==> src/rtl/hall_conditioner_if.sv <==
// rtl/hall_conditioner_if.sv - hall channel signal bundle between control logic and the conditioner
interface hall_conditioner_if #(
    parameter int PERIOD_W = 20
);
    logic                hallRaw;
    logic                enable;
    logic                hallClean;
    logic                hallPulse;
    logic [PERIOD_W-1:0] period;
    logic                periodValid;
    logic                stall;

    modport master (
        output hallRaw,
        output enable,
        input  hallClean,
        input  hallPulse,
        input  period,
        input  periodValid,
        input  stall
    );

    modport slave (
        input  hallRaw,
        input  enable,
        output hallClean,
        output hallPulse,
        output period,
        output periodValid,
        output stall
    );
endinterface

==> src/rtl/hall_conditioner.sv <==
// rtl/hall_conditioner.sv - hall input synchronizer, debouncer, edge pulse, period and stall measurement
module hall_conditioner #(
    parameter int SYNC_STAGES     = 2,
    parameter int DEBOUNCE_CYCLES = 500,
    parameter int PERIOD_W        = 20,
    parameter int STALL_CYCLES    = 1000000
) (
    input  logic            CLK,
    input  logic            RESET,
    hall_conditioner_if.slave hall
);
    localparam int DB_W = (DEBOUNCE_CYCLES > 1) ? $clog2(DEBOUNCE_CYCLES) : 1;
    localparam logic [DB_W-1:0]     DB_LAST    = DB_W'(DEBOUNCE_CYCLES - 1);
    localparam logic [PERIOD_W-1:0] STALL_LAST = PERIOD_W'(STALL_CYCLES - 1);

    typedef enum logic [1:0] {
        IDLE,
        ARMED,
        MEASURE,
        STALLED
    } state_t;

    logic [SYNC_STAGES-1:0] sync_q;
    logic                   sync;
    logic [DB_W-1:0]        db_cnt;
    logic                   clean_q;
    logic                   clean_d;
    logic                   pulse_q;

    state_t                 state_q, state_d;
    logic [PERIOD_W-1:0]    cnt_q, cnt_d;
    logic [PERIOD_W-1:0]    period_q, period_d;
    logic                   valid_q, valid_d;
    logic                   stall_q, stall_d;

    always_ff @(posedge CLK or posedge RESET) begin
        if (RESET) begin
            sync_q <= '0;
        end else begin
            sync_q <= {sync_q[SYNC_STAGES-2:0], hall.hallRaw};
        end
    end

    assign sync = sync_q[SYNC_STAGES-1];

    // Any return to the current clean level restarts the stability count.
    always_ff @(posedge CLK or posedge RESET) begin
        if (RESET) begin
            db_cnt  <= '0;
            clean_q <= 1'b0;
        end else if (sync != clean_q) begin
            if (db_cnt == DB_LAST) begin
                clean_q <= sync;
                db_cnt  <= '0;
            end else begin
                db_cnt <= db_cnt + 1'b1;
            end
        end else begin
            db_cnt <= '0;
        end
    end

    always_ff @(posedge CLK or posedge RESET) begin
        if (RESET) begin
            clean_d <= 1'b0;
            pulse_q <= 1'b0;
        end else begin
            clean_d <= clean_q;
            pulse_q <= hall.enable & clean_q & ~clean_d;
        end
    end

    always_ff @(posedge CLK or posedge RESET) begin
        if (RESET) begin
            state_q  <= IDLE;
            cnt_q    <= '0;
            period_q <= '0;
            valid_q  <= 1'b0;
            stall_q  <= 1'b0;
        end else begin
            state_q  <= state_d;
            cnt_q    <= cnt_d;
            period_q <= period_d;
            valid_q  <= valid_d;
            stall_q  <= stall_d;
        end
    end

    // A pulse takes priority over the stall threshold, so a pulse landing exactly
    // on the last counted cycle still records a period of STALL_CYCLES.
    always_comb begin
        state_d  = state_q;
        cnt_d    = cnt_q;
        period_d = period_q;
        valid_d  = 1'b0;
        stall_d  = stall_q;
        if (!hall.enable) begin
            state_d  = IDLE;
            cnt_d    = '0;
            period_d = '0;
            stall_d  = 1'b0;
        end else begin
            case (state_q)
                IDLE: begin
                    state_d  = ARMED;
                    cnt_d    = '0;
                    period_d = '0;
                    stall_d  = 1'b0;
                end
                ARMED: begin
                    if (pulse_q) begin
                        state_d = MEASURE;
                        cnt_d   = '0;
                    end else if (cnt_q == STALL_LAST) begin
                        state_d = STALLED;
                        stall_d = 1'b1;
                        cnt_d   = '0;
                    end else begin
                        cnt_d = cnt_q + 1'b1;
                    end
                end
                MEASURE: begin
                    if (pulse_q) begin
                        period_d = cnt_q + 1'b1;
                        valid_d  = 1'b1;
                        cnt_d    = '0;
                    end else if (cnt_q == STALL_LAST) begin
                        state_d = STALLED;
                        stall_d = 1'b1;
                        cnt_d   = '0;
                    end else begin
                        cnt_d = cnt_q + 1'b1;
                    end
                end
                STALLED: begin
                    stall_d = 1'b1;
                    if (pulse_q) begin
                        state_d = MEASURE;
                        stall_d = 1'b0;
                        cnt_d   = '0;
                    end
                end
                default: begin
                    state_d = IDLE;
                end
            endcase
        end
    end

    assign hall.hallClean   = clean_q;
    assign hall.hallPulse   = pulse_q;
    assign hall.period      = period_q;
    assign hall.periodValid = valid_q;
    assign hall.stall       = stall_q;
endmodule
==> src/flat_wrapper.sv <==
// flat-port wrapper written by rule: the top's interface ports become plain ports
module hall_conditioner_flat 
#(
    parameter int SYNC_STAGES     = 2,
    parameter int DEBOUNCE_CYCLES = 500,
    parameter int PERIOD_W        = 20,
    parameter int STALL_CYCLES    = 1000000
)
  (CLK, RESET, hall_hallRaw, hall_enable, hall_hallClean, hall_hallPulse, hall_period, hall_periodValid, hall_stall);
  hall_conditioner_if #(.PERIOD_W(PERIOD_W)) hall_i ();
  input  logic CLK;
  input  logic RESET;
  input wire logic [$bits(hall_i.hallRaw)-1:0] hall_hallRaw;
  input wire logic [$bits(hall_i.enable)-1:0] hall_enable;
  output wire logic [$bits(hall_i.hallClean)-1:0] hall_hallClean;
  output wire logic [$bits(hall_i.hallPulse)-1:0] hall_hallPulse;
  output wire logic [$bits(hall_i.period)-1:0] hall_period;
  output wire logic [$bits(hall_i.periodValid)-1:0] hall_periodValid;
  output wire logic [$bits(hall_i.stall)-1:0] hall_stall;
  assign hall_i.hallRaw = hall_hallRaw;
  assign hall_i.enable = hall_enable;
  assign hall_hallClean = hall_i.hallClean;
  assign hall_hallPulse = hall_i.hallPulse;
  assign hall_period = hall_i.period;
  assign hall_periodValid = hall_i.periodValid;
  assign hall_stall = hall_i.stall;
  hall_conditioner #(.SYNC_STAGES(SYNC_STAGES), .DEBOUNCE_CYCLES(DEBOUNCE_CYCLES), .PERIOD_W(PERIOD_W), .STALL_CYCLES(STALL_CYCLES)) u_core (.CLK(CLK), .RESET(RESET), .hall(hall_i));
endmodule
==> config.mk <==
export PLATFORM = sky130hd
export DESIGN_NAME = hall_conditioner_flat
export DESIGN_NICKNAME = d
export VERILOG_FILES = /design/src/rtl/hall_conditioner_if.sv /design/src/rtl/hall_conditioner.sv /design/src/flat_wrapper.sv
export SDC_FILE = /design/constraint.sdc
export NUM_CORES = 1
export LEC_CHECK = 0
export BUFFER_PORTS_ARGS = -buffer_cell sky130_fd_sc_hd__buf_2
export CAP_MARGIN = 20
export CORE_UTILIZATION = 53
export DETAILED_ROUTE_END_ITERATION = 7
export PLACE_DENSITY = 0.75
export RECOVER_POWER = 50
export REMOVE_ABC_BUFFERS = 1
export SYNTH_ARGS = -nofsm -noshare
export SYNTH_HDL_FRONTEND = slang
export SYNTH_SLANG_ARGS = --single-unit
==> constraint.sdc <==
create_clock -name CLK -period 1.9 [get_ports CLK]
set_input_delay 0.38 -clock CLK [delete_from_list [all_inputs] [get_ports CLK]]
set_output_delay 0.38 -clock CLK [all_outputs]
set_load 0.01 [all_outputs]
# Word-level counts from Yosys, hierarchy flattened
# Cells that the tools add are included.
# classes
n_bitwise,3
n_eq_ne,12
n_addsub,2
reduce_logical,6
n_mux,24
# op_table
op,n
20-bit two-way mux,6
20-bit one-hot mux with 3 select lines,1
20-bit one-hot mux with 2 select lines,1
"20-bit by 1-bit adder with 20-bit output, second input constant",1
"20-bit == test, second input constant",1
9-bit two-way mux,2
2-bit two-way mux,5
"9-bit by 1-bit adder with 9-bit output, second input constant",1
"9-bit == test, second input constant",1
"3-bit by 2-bit != test with 1-bit output, second input constant",3
2-bit one-hot mux with 4 select lines,1
2-bit AND reduction,4
1-bit two-way mux,7
"3-bit != test, second input constant",2
"2-bit == test, second input constant",2
"3-bit by 1-bit != test with 1-bit output, second input constant",1
1-bit one-hot mux with 3 select lines,1
1-bit AND,2
"2-bit by 1-bit == test with 1-bit output, second input constant",1
2-bit zero test,1
2-bit OR reduction,1
1-bit != test,1
1-bit NOT,1
# word_totals
in_bits,4
out_inout_bits,24
word_cells,57
register_bits,58

# Logic depth before layout (Yosys ltp)
# Gate-level depths: netlist of the first run.
# depth
depth_word,5
ltp_mapped,9
ltp_nobuf,7

# Least setup slack after synthesis of the first run
# OpenSTA, ideal clock, no wires.
# synth_timing
path_type,register -> register
from,register u_core.cnt_q[10]
to,register u_core.cnt_q[1]
n_path_buf,3
stages_incl_launch_ff,8
synth_period_minus_slack_ns,1.874
path_slack_ns,0.026
arrival_time_ns,1.753
required_ns,1.779
cell_sequence,dfrtp_1 buf_6 or4b_4 nor4_4 a21boi_2 buf_6 buf_6 a22o_1
# synth_via
elab_chain_len,5
# synth_lines
element,line,text
"start, declared",hall_conditioner.sv:31,"logic [PERIOD_W-1:0] cnt_q, cnt_d;"
"start signal, assigned",hall_conditioner.sv:82,cnt_q <= cnt_d;
20-bit == test,"hall_conditioner.sv:114, hall_conditioner.sv:127",
20-bit two-way mux,"hall_conditioner.sv:114, hall_conditioner.sv:127",
20-bit two-way mux,hall_conditioner.sv:111,if (pulse_q) begin
20-bit one-hot mux with 3 select lines,hall_conditioner.sv:103,case (state_q)
20-bit two-way mux,hall_conditioner.sv:97,if (!hall.enable) begin
# Every way passes these cells.
# A chain may end at the register's enable or synchronous reset.

# Worst setup path in the final report of the first run
# layout_timing
from,register u_core.cnt_q[10]
to,register u_core.cnt_q[5]
# Same word-level chain as after synthesis.

==> key figures, run 1 <==
Critical path
  – Critical Path RT: between 2 and 2.5 ns
  – Critical path's slowest cell: or4b_4
  – CP Cell Sequence: or4b_4 > nor4_4 > a21boi_4 > buf_6 > buf_4 > a21oi_2 > a31oi_1
  – Crit Path Max Fanout: 5
  – CP max stage delay: 0.55 ns
  – Crit path buf inv count: 2
  – Critical path arrival: 2.06 ns
  – Crit path launch type: flip-flop
  – Critical Path Sink Type: flip-flop
  – Critical path class: reg2reg
  – Delay-heaviest family, CP: simple AND/OR/NAND/NOR gates

Yosys
  – Number of enable flip-flop cells after synthesis: 0
  – Post-synthesis sequential area ratio: 0.500
  – YS warnings: 0
  – Post-synth ARST share: 1.00
  – Syn Inst Count: 295
  – Cell variety after synth: 45
  – Synthesized flop and latch total: 58
  – Commonest register cell after synthesis: dfrtp_1
  – Syn Area/Cell: 9.84 sq um
  – Mapped Area: approximately 2900 sq um

Layout
  – Layout cells sized above 1: 0.240
  – Finished Core Util: 0.681
  – Antenna diodes: 0
  – Nets: around 360
  – P&R area growth vs syn: 22.1%

Placement
  – Gp weighted congestion: between 0.8 and 0.9
  – IO buf count: 27
  – Dpl hpwl: 4170 um

Power
  – Power Dens Cells: 742 nW/um^2
  – Overall Power: 2630 uW
  – Leakage: 0.00166 uW
  – Clk pwr share: 0.445
  – Peak supply drop: 533 uV
  – Sw Pwr: 600 uW
  – Net Sw Frac: 0.228
  – Seq pwr share: 0.479
  – Internal power: 2030 uW
  – Comb power frac: 0.075

GRT
  – Routing usage on met1: 0.298
  – Initial antenna violation count: 0
  – GR Overflow Total: 0
  – Largest net degree at the start of global routing: 26
  – Vias in the first global route: 2323
  – Met2 Resource Use GR: 0.376
  – First-pass GRT wire length: 10600 um
  – GR Util All Layers: 0.236
  – Layer with the highest usage: met2
  – Met3 Resource Use GR: 0.0683

STA
  – Final setup violation count: 0
  – Fmax: about 540 MHz
  – Tcrit/Tclk final: 0.980
  – Final hold violation count: 0
  – Least-Margin Pin Slew: 0.963 ns
  – Worst Skew: 0.00735 ns
  – RSZ-0062 raised after global routing: true
  – Relative slew margins: 0.357
  – Pins over their slew limit: 0
  – Fin crit period: 1.86 ns

Clock tree
  – CTS buffer count: 9
  – Hold buffers post-CTS: 0
  – CTS root buf: clkbuf_8
  – H-tree levels: 3
  – Skew-Pair Late Insertion Delay: 0.34 ns
  – Clock sinks: 58
  – CTS tree: built
  – Max clock buf depth: 2
  – Reg clk slew, reported paths: 0.07 ns

Die
  – Die area: 5780 sq um
  – # rows: 26
  – DIE WIDTH: 76.0 um
  – Die height: roughly 76 um
  – Initial Utilization: 0.558
  – # IOs: 28
  – Core Region: 5200 sq um

Drt
  – Final wirelength: 6240 um
  – Residual DRC: 0
  – Routed vias: 2354
  – Detailed Routing Iterations Pass 1: 4
  – Drt first-iter violations: 177
  – Post-route ant nets: 0
  – Via density per instance: 5.55
  – WL/cell: 14.7 um

Outcome
  – Status: finished clean

Flow run
  – Count of max-cap constraint violations: 0

Min path
  – Worst min path class: in2reg
-- cells by family after synthesis --
group / share of synthesized area
AOI/OAI and AO/OA: 0.139
and+or+nand+nor: 0.205
muxes: 0.00733
buffers and inverters: 0.0401
adders and majority gates: 0.0302
DFF: 0.500
xor gates and xnor gates: 0.0784
-- worst register-to-register path: stages (launching register included) --
cell      delay (ns)
dfrtp_1         0.38
or4b_4          0.55
nor4_4          0.25
a21boi_4        0.12
buf_6           0.15
buf_4           0.13
a21oi_2         0.11
a31oi_1         0.05
-- timing repair --
action | in CTS | in global routing
gates cloned | 0 | 1
pin swaps | 0 | 1
setup buffers | 0 | 3
endpoints found under the setup margin | 2 | 4
resized for setup | 1 | 13
-- power by group through the flow --
stage	logic (uW)	clock network (uW)	registers (uW)
2_1_floorplan	93.5	0	1280
3_3_place_gp	172	0	1280
3_5_place_dp	176	0	1280
4_1_cts	178	1180	1260
5_1_grt	220	1250	1260
6_report	198	1170	1260
-- path summary, 6_finish.rpt --
check | from | to | slack [ns] | cells past startpoint
setup / recovery | u_core.cnt_q[10]$_DFFE_PP0P_ | u_core.cnt_q[5]$_DFFE_PP0P_ | 0.04 | 7
hold / removal | hall_hallRaw | u_core.sync_q[0]$_DFF_PP0_ | 0.15 | 1
setup reg to reg | u_core.cnt_q[10]$_DFFE_PP0P_ | u_core.cnt_q[5]$_DFFE_PP0P_ | 0.04 | 7
hold reg to reg | u_core.sync_q[0]$_DFF_PP0_ | u_core.sync_q[1]$_DFF_PP0_ | 0.35 | 0
max in group asynchronous | RESET | u_core.cnt_q[9]$_DFFE_PP0P_ | 0.49 | 3
min in group asynchronous | RESET | u_core.sync_q[0]$_DFF_PP0_ | 0.26 | 2
-- per-layer routing --
| metal | share of wire | up-vias |
|---|---|---|
| li1 | - | 1146 |
| met1 | 0.45 | 1134 |
| met2 | 0.49 | 64 |
| met3 | 0.042 | 10 |
| met4 | 0.017 | 0 |
| met5 | 0 | - |
-- sequential cells by signal, summed over array words and instances (netlist names) --
| signal | cells |
|---|---|
| u_core.clean_d | 1 |
| u_core.cnt_q | 20 |
| u_core.db_cnt | 9 |
| u_core.hall.hallClean | 1 |
| u_core.hall.hallPulse | 1 |
| u_core.hall.period | 20 |
| u_core.hall.periodValid | 1 |
| u_core.hall.stall | 1 |
| u_core.state_q | 2 |
| u_core.sync_q | 2 |
-- cells in the final DEF, fill, tap and decap left out, drive strengths merged, types with 2 or more instances in the layout --
cell / instances
dfrtp: 58
or2b: 2
ha: 7
a21boi: 2
nor2: 21
and4: 3
xor2: 9
and3: 7
nand3: 8
nand4: 7
o21ai: 28
a21oi: 14
clkbuf: 17
inv: 8
buf: 54
a31oi: 16
xnor2: 17
nor3: 3
nand2b: 6
nor4: 3
nand2: 44
-- Yosys cell counts, drive strengths merged (2+ instances only) --
cell type,instances,share of area
a21boi,2,0.0065
a21oi,14,0.024
a31oi,16,0.034
and3,7,0.015
and4,3,0.0091
buf,8,0.022
clkbuf,6,0.0078
dfrtp,58,0.50
ha,7,0.030
inv,8,0.010
nand2,44,0.057
nand2b,6,0.013
nand3,8,0.014
nand4,7,0.017
nor2,21,0.027
nor3,3,0.0052
nor4,3,0.019
o21ai,28,0.048
or2b,2,0.0052
xnor2,17,0.051
xor2,9,0.027
-- area by class of cell --
type / count / area [sq um]
Sequential cell: 58 / 1450
Clock buffer: 13 / 169
Multi-Input combinational cell: 215 / 1400
Fill cell: 396 / 1660
Tap cell: 70 / 87.6
Timing Repair Buffer: 58 / 370
Clock inverter: 2 / 35.0
Inverter: 8 / 30.0
-- through the flow --
step                setup slack [ns]  TNS, ns  instance area [sq um]  cells  hold slack, ns
floorplan                     -0.339    -9.24                   2820    281           0.331
global placement              0.0547        0                   3270    405           0.340
detailed placement           -0.0157  -0.0157                   3270    405           0.345
CTS                         0.000708        0                   3480    420           0.101
global route                 -0.0517   -0.117                   3540    424           0.138
finish                        0.0378        0                   3540    424           0.151
Power figures use the tool's default switching activity.
==> inputs of run 2 (changes only) <==
Settings changed: BUFFER_PORTS_ARGS -buffer_cell sky130_fd_sc_hd__buf_2 to unset, CORE_UTILIZATION 53 to 55, DONT_BUFFER_PORTS set to 1, PLACE_DENSITY 0.75 to 0.73.
==> key figures, run 2 (synthesis results as in run 1) <==
Critical path
  – Crit Path Max Fanout: 14 (+9)
  – Critical Path RT: 2.10 ns (about the same)
  – Register-to-Register Path Depth: 7 (unchanged)
  – Critical Path Source: u_core.cnt_q[10]$_DFFE_PP0P_
  – Crit path launch type: flip-flop
  – Critical path arrival: 2.10 ns (+0.04 ns)
  – Worst reg2reg path startpoint: u_core.cnt_q[10]$_DFFE_PP0P_
  – Critical path class: reg2reg
  – Worst R2R End: u_core.cnt_q[11]$_DFFE_PP0P_
  – CP endpoint: u_core.cnt_q[11]$_DFFE_PP0P_
  – Critical Path Sink Type: flip-flop
  – R2R setup slack: 0.004 ns (-0.03 ns)

Layout
  – Area of the multi-input gates: 1380 sq um (-1.9%)
  – Finished Layout Cells: 394 (-7.1%)
  – Fin area: 3360 sq um (-5.2%)
  – # fillers: 420 (+6.1%)
  – Sequential cell area: 1450 sq um (unchanged)
  – Layout cells sized above 1: 0.173 (-0.0673)
  – P&R area growth vs syn: 15.8%
  – Most common cell after layout, fill and taps aside: dfrtp_1
  – Most frequent cells in the layout: dfrtp_1, nand2_1, buf_4
  – Nets: 331 (-8.3%)
  – Antenna diodes: 0 (unchanged)

Die
  – # IOs: 28 (unchanged)
  – Initial Utilization: 0.568 (+0.0107)
  – # rows: 26 (unchanged)
  – Core Region: 5110 sq um (-1.9%)
  – Die height: 74.7 um (-1.8%)
  – Die area: 5570 sq um (-3.5%)
  – DIE WIDTH: 74.7 um (-1.8%)

Placement
  – Placed Area: 3120 sq um (-4.4%)
  – Pre-CTS WS: -0.0223 ns (-0.00661 ns)
  – Cells after DPL: 377 (-6.9%)
  – IO buf count: 0 (-100%)
  – Gp weighted congestion: 0.842 (-2.8%)
  – Dpl hpwl: 4020 um (-3.7%)

Drt
  – Drt first-iter violations: 238 (+34%)
  – Final wirelength: 5870 um (-6.0%)
  – Met2 WL: 2860 um (-7.2%)
  – Post-route ant nets: 0 (unchanged)
  – Met3 Routed Length: 292 um (+11%)
  – WL/cell: 14.9 um (+1.2%)
  – Routed vias: 2203 (-6.4%)
  – Residual DRC: 0 (unchanged)
  – Top sig layer: met4
  – WL met1: 2620 um (-6.1%)
  – Via density per instance: 5.59 (+0.71%)
  – Detailed Routing Iterations Pass 1: 4 (unchanged)

GRT
  – GR Util All Layers: 0.242 (+0.00602)
  – Largest net degree at the start of global routing: 59 (+130%)
  – Vias in the first global route: 2125 (-8.5%)
  – GR Overflow Total: 0 (unchanged)
  – Initial antenna violation count: 0 (unchanged)
  – First-pass GRT wire length: 9870 um (-7.1%)

Clock tree
  – CTS root buf: clkbuf_8
  – Clock sinks: 58 (unchanged)
  – H-tree levels: 3 (unchanged)
  – CTS buffer count: 9 (unchanged)
  – CTS tree: built
  – Max clock buf depth: 2 (unchanged)
  – Skew-Pair Late Insertion Delay: 0.34 ns (about the same)
  – Reg clk slew, reported paths: 0.06 ns (about the same)

STA
  – Tcrit/Tclk final: 0.998 (+0.0175)
  – Relative slew margins: 0.485 (+0.127)
  – Pins over their slew limit: 0 (unchanged)
  – RSZ-0062 raised after global routing: true
  – Worst Skew: 0.00749 ns (+0.000141 ns)
  – Final setup violation count: 0 (unchanged)
  – Least-Margin Pin Slew: 0.773 ns (-0.190 ns)
  – Final hold violation count: 0 (unchanged)
  – Fin crit period: 1.90 ns (+0.0333 ns)
  – Worst setup margin: 0.00449 ns (-0.0333 ns)
  – Fmax: 528 MHz (-1.8%)

Power
  – Power Dens Cells: 751 nW/um^2 (+1.3%)
  – Leakage: 0.00149 uW (-10%)
  – Peak supply drop: 532 uV (-0.21%)

Flow run
  – Count of max-cap constraint violations: 0 (unchanged)

Min path
  – Worst min path class: in2reg

Outcome
  – Status: finished clean
run 2: cell types whose count changed in the layout (fill, tap and decap cells not counted), sizes merged:
cell         change
clkinv           +2
dlygate4sd3      +1
clkbuf           -4
buf             -28
inv              -1
run 2: where the power goes:
group	switching [uW]	leakage [uW]	total, uW	internal, uW
Sequential	11.2	0.000801	1260	1250
Clock	459	0.0000962	1090	630
Combinational	106	0.000594	176	70.3
Total	576	0.00149	2530	1950
run 2: worst min-delay path by stage:
| stage | from | endpoint | cells after the start | slack (ns) |
|---|---|---|---|---|
| 4_1_cts | hall_hallRaw | u_core.sync_q[0]$_DFF_PP0_ | 0 | 0.06 |
| 3_3_place_gp | u_core.sync_q[0]$_DFF_PP0_ | u_core.sync_q[1]$_DFF_PP0_ | 0 | 0.33 |
| 6_report | hall_hallRaw | u_core.sync_q[0]$_DFF_PP0_ | 0 | 0.07 |
| 2_1_floorplan | u_core.sync_q[0]$_DFF_PP0_ | u_core.sync_q[1]$_DFF_PP0_ | 0 | 0.33 |
| 3_5_place_dp | RESET | u_core.db_cnt[0]$_DFF_PP0_ | 2 | 0.35 |
| 5_1_grt | hall_hallRaw | u_core.sync_q[0]$_DFF_PP0_ | 0 | 0.06 |
run 2: layout make-up:
type	count	area share
tap	70	0.0261
clock inverter	3	0.0119
sequential	58	0.432
timing repair buffer	28	0.0692
clock buffer	12	0.0432
multi-input combinational	215	0.409
inverter	8	0.00893
run 2: through the flow:
stage,utilization,power (uW),hold WS (ns),TNS [ns]
2_1_floorplan,-,1380,0.331,-9.24
3_3_place_gp,0.612,1440,0.335,0
3_5_place_dp,0.612,1450,0.348,-0.0223
4_1_cts,0.651,2540,0.0615,0
5_1_grt,0.658,2630,0.0571,-0.905
6_report,0.658,2530,0.0734,0
run 2: layer usage:
| layer | track usage | up-vias |
|---|---|---|
| li1 | - | 1082 |
| met1 | 0.312 | 1061 |
| met2 | 0.378 | 48 |
| met3 | 0.0763 | 12 |
| met4 | 0.103 | 0 |
| met5 | 0 | - |
run 2: critical path, stage by stage (launching register included):
cell      delay [ns]
dfrtp_1         0.38
or4b_4          0.56
nor4_4          0.23
a21boi_4        0.11
buf_4           0.15
buf_8           0.14
a21oi_2         0.13
a31oi_1         0.06
run 2: repair_timing:
item                                   in CTS  in global routing
endpoints found under the hold margin      58                  0
pin swaps                                   0                  4
resized for setup                           1                 11
hold buffers                                1                  0
setup buffers                               0                  1
setup endpoints to repair                   2                 12
